==> config.mk <==
export PLATFORM = sky130hd
export DESIGN_NAME = mux_memoria_nx1_param_flat
export DESIGN_NICKNAME = d
export VERILOG_FILES = /design/src/rtl/mux_memoria_nx1_param_pkg.sv /design/src/rtl/mux_memoria_nx1_param_if.sv /design/src/rtl/mux_memoria_nx1_param_rr_priority_pick.sv /design/src/rtl/mux_memoria_nx1_param.sv /design/src/flat_wrapper.sv
export SDC_FILE = /design/constraint.sdc
export NUM_CORES = 1
export LEC_CHECK = 0
export CORE_MARGIN = 10
export CORE_UTILIZATION = 30
export CTS_CLUSTER_DIAMETER = 100
export DETAILED_ROUTE_END_ITERATION = 7
export PLACE_DENSITY = 0.6
export SLEW_MARGIN = 20
export SYNTH_ARGS = -nofsm -noshare
export SYNTH_HDL_FRONTEND = slang
export SYNTH_SLANG_ARGS = --single-unit
==> constraint.sdc <==
create_clock -name clk -period 4.9 [get_ports clk]
set_input_delay 0.49 -clock clk [delete_from_list [all_inputs] [get_ports clk]]
set_output_delay 0.49 -clock clk [all_outputs]
set_load 0.1 [all_outputs]
==> src/rtl/mux_memoria_nx1_param_pkg.sv <==
// mux_memoria_pkg: shared mode encodings and selector width helper for the N-to-1 registered mux
package mux_memoria_pkg;
  localparam logic MODE_FIXED = 1'b0;
  localparam logic MODE_RR = 1'b1;
  function automatic int sel_width(input int n);
    return (n <= 2) ? 1 : $clog2(n);
  endfunction
endpackage

==> src/rtl/mux_memoria_nx1_param_if.sv <==
// mux_memoria_nx1_param_if: producer/consumer bundle of the N-to-1 registered mux
interface mux_memoria_nx1_param_if
  import mux_memoria_pkg::*;
#(
  parameter int N_CH = 4,
  parameter int DATA_W = 4
);
  localparam int SEL_W = sel_width(N_CH);
  logic mode;
  logic [SEL_W-1:0] selector;
  logic [N_CH-1:0] valid_in;
  logic [N_CH*DATA_W-1:0] data_in;
  logic ready_in;
  logic [N_CH-1:0] ready_out;
  logic valid_out;
  logic [DATA_W-1:0] data_out;
  logic [SEL_W-1:0] sel_out;
  modport master (
    output mode, selector, valid_in, data_in, ready_in,
    input ready_out, valid_out, data_out, sel_out
  );
  modport slave (
    input mode, selector, valid_in, data_in, ready_in,
    output ready_out, valid_out, data_out, sel_out
  );
endinterface

==> src/rtl/mux_memoria_nx1_param_rr_priority_pick.sv <==
// rr_priority_pick: rotate-priority encoder, searches ptr+1 .. ptr (mod N_CH) for the first request
module rr_priority_pick
  import mux_memoria_pkg::*;
#(
  parameter int N_CH = 4,
  parameter int SEL_W = sel_width(N_CH)
) (
  input  logic [N_CH-1:0]  req,
  input  logic [SEL_W-1:0] ptr,
  output logic [SEL_W-1:0] idx,
  output logic             any
);
  // farthest candidate first so the nearest one after ptr overwrites it
  always_comb begin
    idx = '0;
    any = 1'b0;
    for (int i = N_CH; i >= 1; i--) begin
      if (req[(int'(ptr) + i) % N_CH]) begin
        idx = SEL_W'((int'(ptr) + i) % N_CH);
        any = 1'b1;
      end
    end
  end
endmodule

==> src/rtl/mux_memoria_nx1_param.sv <==
// mux_memoria_nx1_param: N-to-1 valid/ready mux with registered output memory and fixed or round-robin grant
module mux_memoria_nx1_param
  import mux_memoria_pkg::*;
#(
  parameter int N_CH = 4,
  parameter int DATA_W = 4
) (
  input logic clk,
  input logic reset_L,
  mux_memoria_nx1_param_if.slave bus
);
  localparam int SEL_W = sel_width(N_CH);
  logic [SEL_W-1:0] ptr, rr_idx, g;
  logic rr_any, fix_ok, grant, load;
  rr_priority_pick #(.N_CH(N_CH), .SEL_W(SEL_W)) u_pick (
    .req(bus.valid_in),
    .ptr(ptr),
    .idx(rr_idx),
    .any(rr_any)
  );
  // an out-of-range selector is simply a channel that is never valid
  always_comb begin
    fix_ok = (int'(bus.selector) < N_CH) && bus.valid_in[bus.selector];
    grant = (bus.mode == MODE_RR) ? rr_any : fix_ok;
    g = (bus.mode == MODE_RR) ? rr_idx : bus.selector;
    load = !bus.valid_out || bus.ready_in;
    bus.ready_out = (load && grant) ? ({{(N_CH-1){1'b0}}, 1'b1} << g) : '0;
  end
  always_ff @(posedge clk or negedge reset_L) begin
    if (!reset_L) begin
      bus.valid_out <= 1'b0;
      bus.data_out <= '0;
      bus.sel_out <= '0;
      ptr <= SEL_W'(N_CH - 1);
    end else if (load) begin
      bus.valid_out <= grant;
      if (grant) begin
        bus.data_out <= bus.data_in[g*DATA_W +: DATA_W];
        bus.sel_out <= g;
        ptr <= g;
      end
    end
  end
endmodule

==> src/flat_wrapper.sv <==
// flat-port wrapper written by rule: the top's interface ports become plain ports
module mux_memoria_nx1_param_flat import mux_memoria_pkg::*;
#(
  parameter int N_CH = 4,
  parameter int DATA_W = 4
)
  (clk, reset_L, bus_mode, bus_selector, bus_valid_in, bus_data_in, bus_ready_in, bus_ready_out, bus_valid_out, bus_data_out, bus_sel_out);
  mux_memoria_nx1_param_if #(.N_CH(N_CH), .DATA_W(DATA_W)) bus_i ();
  input logic clk;
  input logic reset_L;
  input wire logic [$bits(bus_i.mode)-1:0] bus_mode;
  input wire logic [$bits(bus_i.selector)-1:0] bus_selector;
  input wire logic [$bits(bus_i.valid_in)-1:0] bus_valid_in;
  input wire logic [$bits(bus_i.data_in)-1:0] bus_data_in;
  input wire logic [$bits(bus_i.ready_in)-1:0] bus_ready_in;
  output wire logic [$bits(bus_i.ready_out)-1:0] bus_ready_out;
  output wire logic [$bits(bus_i.valid_out)-1:0] bus_valid_out;
  output wire logic [$bits(bus_i.data_out)-1:0] bus_data_out;
  output wire logic [$bits(bus_i.sel_out)-1:0] bus_sel_out;
  assign bus_i.mode = bus_mode;
  assign bus_i.selector = bus_selector;
  assign bus_i.valid_in = bus_valid_in;
  assign bus_i.data_in = bus_data_in;
  assign bus_i.ready_in = bus_ready_in;
  assign bus_ready_out = bus_i.ready_out;
  assign bus_valid_out = bus_i.valid_out;
  assign bus_data_out = bus_i.data_out;
  assign bus_sel_out = bus_i.sel_out;
  mux_memoria_nx1_param #(.N_CH(N_CH), .DATA_W(DATA_W)) u_core (.clk(clk), .reset_L(reset_L), .bus(bus_i));
endmodule
=== Yosys cells after proc, flatten, opt, wreduce, memory -nomap -nowiden ===
Index checks and enable logic that the tools add are counted.

* Bits in registers: 9
* Input bits: 26
* Output and inout bits: 11
* Logic and storage cells: 52

* Add/subtract/negate cells: 4
* Order comparisons: 5
* Shift operators: 2
* Mux-type cells: 25
* Bitwise operators: 4
* Reduce and logical (&&, ||, !) cells: 8

{| class="wikitable"
|+ Operator list
! cell !! number
|-
| 3-bit by 4-bit < comparator with 1-bit output, second input constant || 4
|-
| 16-bit by 5-bit variable part select with 4-bit output || 1
|-
| 1-bit two-way mux || 14
|-
| 1-bit binary-select mux with 2-bit select || 5
|-
| 2-bit two-way mux || 5
|-
| 2-bit OR reduction || 4
|-
| 2-bit by 1-bit adder with 2-bit output, second input constant || 2
|-
| 2-bit adder, second input constant || 2
|-
| 1-bit bitwise AND, first input constant || 4
|-
| 4-bit two-way mux || 1
|-
| 1-bit by 2-bit left shift with 4-bit output, first input constant || 1
|-
| 2-bit by 3-bit < comparator with 1-bit output, second input constant || 1
|-
| 2-bit AND reduction || 1
|-
| 1-bit logical AND || 1
|-
| 1-bit zero test || 1
|-
| 1-bit logical OR || 1
|}

=== Logic depth before layout (Yosys ltp) ===
Gate-level depths: netlist (run 1).

* Word-level depth: 13
* Gate-level depth with buffers: 6
* Gate-level depth less buffers: 5

=== Modules after synthesis ===
From an unflattened synthesis (run 1), not the netlist that was laid out.

* Cells, all modules: 69
* Area, all modules: 671.9 um^2

{| class="wikitable"
|+ By module, submodules not included
! module !! instances !! cells each !! area each (um^2) !! sequential area each (um^2)
|-
| mux_memoria_nx1_param || 1 || 55 || 580.6 || 227.7
|-
| rr_priority_pick || 1 || 14 || 91.3 || 0.0
|}

=== Worst setup path before layout (run 1) ===
No wires, ideal clock.

* Path kind: register -> output
* Start point: reg u_core.bus.valid_out
* End point: out bus_ready_out[1]
* Data arrival time: 2700 ps
* Slack: 1710 ps
* Cell stages (with the launch flop): 6
* Cells stage by stage: dfrtp_1 -> nand2b_1 -> nor2b_1 -> buf_2 -> nand2b_1 -> nor2_1

* Longest elaborated chain between the ends: 4

{| class="wikitable"
|+ RTL lines
! item !! line !! text
|-
| from (decl) || mux_memoria_nx1_param_if.sv:24 || <nowiki>output ready_out, valid_out, data_out, sel_out</nowiki>
|-
| from (signal assigned) || mux_memoria_nx1_param.sv:36 || <nowiki>bus.valid_out <= grant;</nowiki>
|-
| 1-bit zero test || mux_memoria_nx1_param.sv:26 || <nowiki>load = !bus.valid_out || bus.ready_in;</nowiki>
|-
| 1-bit logical OR || mux_memoria_nx1_param.sv:26 ||
|-
| 1-bit logical AND || mux_memoria_nx1_param.sv:27 || <nowiki>bus.ready_out = (load && grant) ? ({{(N_CH-1){1'b0}}, 1'b1} << g) : '0;</nowiki>
|-
| 4-bit two-way mux || mux_memoria_nx1_param.sv:27 ||
|-
| to (decl) || flat_wrapper.sv:16 || <nowiki>output wire logic [$bits(bus_i.ready_out)-1:0] bus_ready_out;</nowiki>
|}

Every way passes these cells.

=== Worst setup path after layout (run 1) ===
* Start point: in bus_valid_in[2]
* End point: out bus_ready_out[1]

* Longest elaborated chain between the ends: 10
* Elaborated cells between the ends (all ways): 27

{| class="wikitable"
|+ RTL lines
! item !! line !! text
|-
| from (decl) || flat_wrapper.sv:13 || <nowiki>input wire logic [$bits(bus_i.valid_in)-1:0] bus_valid_in;</nowiki>
|-
| 1-bit binary-select mux with 2-bit select || mux_memoria_nx1_param_rr_priority_pick.sv:18 || <nowiki>if (req[(int'(ptr) + i) % N_CH]) begin</nowiki>
|-
| 1-bit two-way mux (implied by the code) (2 in a row) || mux_memoria_nx1_param_rr_priority_pick.sv:18 ||
|-
| 2-bit two-way mux or 1-bit two-way mux (tied branches) (4 in a row) || mux_memoria_nx1_param_rr_priority_pick.sv:18 ||
|-
| 2-bit two-way mux or 1-bit two-way mux (tied branches) || mux_memoria_nx1_param.sv:25, mux_memoria_nx1_param.sv:24 ||
|-
| 1-bit by 2-bit left shift with 4-bit output or 1-bit logical AND (tied branches) || mux_memoria_nx1_param.sv:27 ||
|-
| 4-bit two-way mux (*) || mux_memoria_nx1_param.sv:27 ||
|}

Every way passes the cells marked *; elsewhere a longest branch is shown, timed or not. The select of a mux whose other input is x is not followed.

==> metrics.cfg, run 1 <==
[synth]
synth_edf_count=0
ys_top_cells_by_area=dfrtp_1 (24%), dfstp_2 (7.1%), nand2b_1 (6.0%), a2111oi_1 (5.4%), mux2i_1 (5.4%)
synth_most_common_cell=nor2_1
synthCells=77
synth-seq-cells=9
yosysTopAreaCellShare_pct=23.81
async_reset_ff_share_pct=100.0
mappedNetlistArea_um2=735.7
synthFlopType=dfrtp_1
synth_nets=103
netlist-cell-type-count=30
yosysSeqAreaShare_pct=30.95
synth_top_cells_by_count=nor2_1 (8), dfrtp_1 (7), nand2b_1 (7)
yosys_warnings=0
avgSynthCellArea_um2=9.555
yosysTopAreaCell=dfrtp_1

[setup_path]
start_kind=input port
cp_top_family=buffers and inverters
critPathMaxFanout=11
cp_data_required_time_ns=4.41
worstSetupEndpointType=primary output
worstPathArrival_ns=2.74
path_cells=clkdlybuf4s50_1, mux4_2, o32ai_2, nor2b_1, nand2b_1, nor2_1, buf_4
critPathKind=input port to primary output
cp_slowest_cell=clkdlybuf4s50_1
critical_path_buf_inv_count=2
max_stage_delay_ns=0.65

[global_routing]
grt.overflow.total=0
grt_pass1_vias=799
track_usage_pct=9.469
antenna_found_initial=0
grt_max_degree=12
grt_pass1_wl_um=3974

[floorplanning]
num_io_pins=37
rows=17
die_w_um=69.52
fp.dieH_um=69.52
initial_core_util_pct=32.33
core_area_um2=2276
dieArea_um2=4833

[sta]
max_freq_mhz=309.4
tightest_slew_ns=0.9964
fin_skew_ns=0.0006455
slew_headroom_pct=33.37
min_period_ns=3.232
slew_violations=0
fin_tns_setup_ns=0
rsz0062_at_grt=no
hold_viol_final=0
finalCritPeriodShare_pct=65.97
setup_viol=0

[placed_design]
place_hpwl_um=1915
routabilityCongestion=0.8145
port_buffers=36

[route]
drc=0
routed.top_layer=met4
drt-vias-per-instance=5.194
wl_met1_um=1116
wl_per_cell_um=15.89
route.met2.wl_um=964
met3_length_um=201
dr.pass1.iters=4
drtAntennaViolNets=0
drt_wl_total_um=2288
vias=748
drt_iter0_drc=56

[finish]
antennaDiodeCount=0
area_growth_pct=55.44
drive_gt1_share_pct=17.24
fill_cells=212
nNetsFinal=143
final_core_util_pct=50.25

[clock_network]
cts_tree=yes
clock_path_buffers=2
htree_levels=1
clk_pin_slew_ns=0.07
numCtsBuffers=3
cts-root-buf=clkbuf_4
cts_sinks=9
post_cts_buffers=0
hold_buffers=0
clock_latency_ns=0.26
cts_resized=0

[min_path]
min_path_type=flip-flop to flip-flop

[status]
status=finished clean

[flow_run]
cap_violations=0

[power_and_ir_drop]
p_leak_nw=0.4634
max-vdd-ir-drop_mv=0.4071
power_density_nw_per_um2=402.2

## sequential cells by signal, summed over array words and instances (netlist names)
register	flops
u_core.bus.valid_out	1
u_core.bus.sel_out	2
u_core.bus.data_out	4
u_core.ptr	2
## layout make-up
type | count | area [um^2] | area share [%]
Inverter | 3 | 11.26 | 0.9847
Sequential cell | 9 | 227.7 | 19.91
Multi-Input combinational cell | 64 | 491.7 | 43.00
Timing Repair Buffer | 36 | 350.3 | 30.63
Tap cell | 28 | 35.03 | 3.063
Clock inverter | 1 | 5.005 | 0.4376
Clock buffer | 3 | 22.52 | 1.969
## worst min-delay path, stage by stage (launching register included)
cell and delay (ns):
dfrtp_1 0.35, nand2_1 0.05, nand2_1 0.05
## final timing paths
check	from	endpoint	slack [ns]	cells after the start
setup / recovery	bus_valid_in[2]	bus_ready_out[1]	1.67	7
hold / removal	u_core.bus.sel_out[1]$_DFFE_PN0P_	u_core.bus.sel_out[1]$_DFFE_PN0P_	0.49	2
setup reg to reg	u_core.ptr[0]$_DFFE_PN1P_	u_core.bus.data_out[3]$_DFFE_PN0P_	2.95	5
hold reg to reg	u_core.bus.sel_out[1]$_DFFE_PN0P_	u_core.bus.sel_out[1]$_DFFE_PN0P_	0.49	2
max in group asynchronous	reset_L	u_core.ptr[1]$_DFFE_PN1P_	4.07	1
min in group asynchronous	reset_L	u_core.bus.sel_out[0]$_DFFE_PN0P_	0.51	1
## per-stage QoR
step           worst slack (ns)  total power [mW]  hold WS (ns)  cell area [um^2]  instances
6_report                  1.668            0.4599        0.4878              1144        144
5_1_grt                   1.500            0.4853        0.5309              1144        144
2_1_floorplan             1.710            0.3220        0.1944             735.7         77
3_3_place_gp              1.816            0.4060        0.4609              1116        140
3_5_place_dp              1.708            0.4044        0.4761              1116        140
4_1_cts                   1.692            0.4639        0.5007              1144        144
## routing by layer
layer  vias to the layer above  GRT usage [%]
li1                        376              -
met1                       339          12.47
met2                        31          13.71
met3                         2          4.137
met4                         0          1.996
met5                         -              0
## kinds of logic (layout without fill, tap and decap cells)
logic type	Yosys count	after routing	synth area share, %
compound gates	25	25	32.65
buf+inv	4	43	2.210
flops	9	9	30.95
mux	5	5	8.503
simple gates	34	34	25.68
## power breakdown
part           total (mW)  leakage (nW)  switching, mW  internal (mW)
registers           0.113        0.0990         0.0169         0.0965
logic               0.288         0.347          0.204         0.0848
clock network      0.0580        0.0177         0.0279         0.0301
total               0.460         0.463          0.248          0.211
## layout by cell type, fill, tap and decap left out, types with 3 or more instances in the layout
cell type / count
a2111oi_1: 4
a211oi_1: 4
a21oi_1: 5
buf_4: 4
clkbuf_4: 3
clkdlybuf4s50_1: 32
dfrtp_1: 7
inv_1: 3
mux2i_1: 4
nand2_1: 6
nand2b_1: 7
nand4_1: 4
nor2_1: 8
Power figures use the tool's default switching activity.
==> run 2, diff against run 1 <==
==> constraint.sdc (replaced) <==
create_clock -name clk -period 3 [get_ports clk]
set_input_delay 0.3 -clock clk [delete_from_list [all_inputs] [get_ports clk]]
set_output_delay 0.3 -clock clk [all_outputs]
set_load 0.1 [all_outputs]
==> run 2 against run 1 <==
Final area increased by 3.5%. Worst setup slack got worse by 1.2 ns. First-iteration DRC count decreased by 48%. Power increased by 67%. Combinational power increased by 68%. Utilization increased by 1.8 points. Sequential share of layout area decreased by 0.67 points. Non-clock buffer count increased by 1. Global-route usage increased by 0.42 points. Critical path type unchanged. Largest power group unchanged. Highest routed layer unchanged.
==> metrics.cfg, run 2 (synthesis results as in run 1) <==
[power_and_ir_drop]
power_switching_uw=413.7  ; +66%
p_int_uw=352.7  ; +67%
power_density_nw_per_um2=647.5  ; +61%
max-vdd-ir-drop_mv=0.5659  ; +39%
p_leak_nw=0.4854  ; +4.7%
switching_share_pct=53.98  ; about the same
seqPwrFrac_pct=24.3  ; -0.4 points
power_frac_comb_pct=63.3  ; +0.6 points
p_clk_share_pct=12.5  ; about the same

[route]
drt-vias-per-instance=5.276  ; +1.6%
drt_wl_total_um=2387  ; +4.3%
dr.pass1.iters=4  ; unchanged
drt_iter0_drc=29  ; -48%
wl_per_cell_um=16.46  ; +3.6%
drc=0  ; unchanged
vias=765  ; +2.3%
drtAntennaViolNets=0  ; unchanged

[floorplanning]
die_w_um=69.52  ; unchanged
rows=17  ; unchanged
dieArea_um2=4833  ; unchanged
num_io_pins=37  ; unchanged
core_area_um2=2276  ; unchanged
initial_core_util_pct=32.33  ; unchanged
fp.dieH_um=69.52  ; unchanged

[setup_path]
rr_endpoint=u_core.bus.data_out[3]$_DFFE_PN0P_
critPathLaunch=bus_valid_in[2]
worstSetupEndpointType=primary output
rrSetupSlack_ns=1.06  ; -1.89 ns
start_kind=input port
rr_worst_depth=5  ; unchanged
critPathMaxFanout=7  ; -4
worstPathArrival_ns=2.27  ; -0.47 ns
reg2reg_from=u_core.ptr[0]$_DFFE_PN1P_
cp_data_required_time_ns=2.70  ; -1.71 ns
crit_path_end=bus_ready_out[2]
critPathKind=input port to primary output

[clock_network]
numCtsBuffers=3  ; unchanged
clk_pin_slew_ns=0.06  ; about the same
post_cts_buffers=0  ; unchanged
clock_latency_ns=0.27  ; about the same
hold_buffers=0  ; unchanged
cts_tree=yes
cts-root-buf=clkbuf_4
cts_sinks=9  ; unchanged
cts_resized=0  ; unchanged
clock_path_buffers=2  ; unchanged
htree_levels=1  ; unchanged

[sta]
slew_headroom_pct=61.59  ; +28 points
min_period_ns=2.572
finalCritPeriodShare_pct=85.74
fin_skew_ns=0.003536  ; +0.002890 ns
finalWorstSetupSlack_ns=0.4279  ; -1.240 ns
fin_tns_setup_ns=0  ; unchanged
rsz0062_at_grt=no
hold_viol_final=0  ; unchanged
slew_violations=0  ; unchanged
max_freq_mhz=388.8
setup_viol=0  ; unchanged
tightest_slew_ns=0.5762  ; -0.4202 ns

[global_routing]
antenna_found_initial=0  ; unchanged
grt.overflow.total=0  ; unchanged
grt_pass1_wl_um=4043  ; +1.7%
grt_max_degree=10  ; -2
grt_pass1_vias=795  ; -0.50%
track_usage_pct=9.885  ; +0.42 points

[placed_design]
routabilityCongestion=0.8229  ; +1.0%
port_buffers=36  ; unchanged
pre_cts_slack_ns=0.4321  ; -1.276 ns
place_hpwl_um=2033  ; +6.1%
dpl.cell_count=141  ; +0.71%

[finish]
fin_cells=145  ; +0.69%
largest_register=u_core.bus.data_out
area_growth_pct=60.88
fill_cells=227  ; +7.1%
layout_commonest_cell=clkdlybuf4s50_1
nNetsFinal=144  ; +0.70%
drive_gt1_share_pct=23.93  ; +6.7 points
regArea_um2=227.7  ; unchanged
top_regs=u_core.bus.data_out: 4 flops, u_core.bus.sel_out: 2 flops, u_core.ptr: 2 flops
largest_reg_flops=4  ; unchanged
multi_input_area_um2=491.7  ; unchanged
antennaDiodeCount=0  ; unchanged
layout_common_cells=clkdlybuf4s50_1 (25), nor2_1 (8), buf_4 (8), nand2b_1 (7), dfrtp_1 (7)

[flow_run]
cap_violations=0  ; unchanged

[min_path]
min_path_type=input port to asynchronous set/reset pin

[status]
status=finished clean

[run 2: cell count changes in the layout (fill, tap and decap cells not counted), sizes merged]
cell / before / now
buf: 4 / 12
clkdlybuf4s50: 32 / 25
[run 2: worst max-delay path, stage by stage]
cell and delay, ns:
clkdlybuf4s50_1 0.56, mux4_2 0.53, o32ai_2 0.18, nor2b_1 0.15, buf_4 0.18, and3_1 0.21
buf_12 0.17
[run 2: how the worst min path moves through the flow]
| stage | endpoint |
|---|---|
| after floorplan | u_core.bus.data_out[0]$_DFFE_PN0P_ |
| after global placement | u_core.bus.sel_out[1]$_DFFE_PN0P_ |
| after detailed placement | u_core.bus.sel_out[1]$_DFFE_PN0P_ |
| after CTS | u_core.bus.data_out[1]$_DFFE_PN0P_ |
| after global routing | u_core.bus.data_out[1]$_DFFE_PN0P_ |
| final | u_core.bus.sel_out[0]$_DFFE_PN0P_ |
[run 2: layout make-up]
type	count	share of cell area [%]
well taps	28	2.960
flip-flops and latches	9	19.24
clock buffers	3	1.903
repair buffers	37	32.98
multi-input cells	64	41.54
inverters	3	0.9514
clock inverters	1	0.4228
[run 2: power groups by stage]
stage | registers, mW | clock network (mW) | logic (mW)
4_1_cts | 0.186 | 0.0966 | 0.489
6_report | 0.186 | 0.0955 | 0.485
3_5_place_dp | 0.187 | 0 | 0.489
3_3_place_gp | 0.187 | 0 | 0.485
2_1_floorplan | 0.361 | 0 | 0.165
5_1_grt | 0.191 | 0.106 | 0.511
[run 2: per-layer routing]
layer | wire length, um | up-vias | global-route usage [%] | share of wire (%)
met5 | 0 | - | 0 | 0
met3 | 241 | 3 | 5.278 | 10
li1 | - | 380 | - | -
met1 | 1082 | 348 | 11.56 | 45
met2 | 1035 | 34 | 15.22 | 43
met4 | 27 | 0 | 2.661 | 1.1
[run 2: metrics by stage]
step	power (mW)	hold WS (ns)	util (%)	instance area, um^2
3_5_place_dp	0.6759	0.4721	50.80	1156
5_1_grt	0.8076	0.3390	52.01	1184
4_1_cts	0.7722	0.3273	52.01	1184
2_1_floorplan	0.5259	0.004409	-	735.7
3_3_place_gp	0.6727	0.4601	50.80	1156
6_report	0.7664	0.3150	52.01	1184
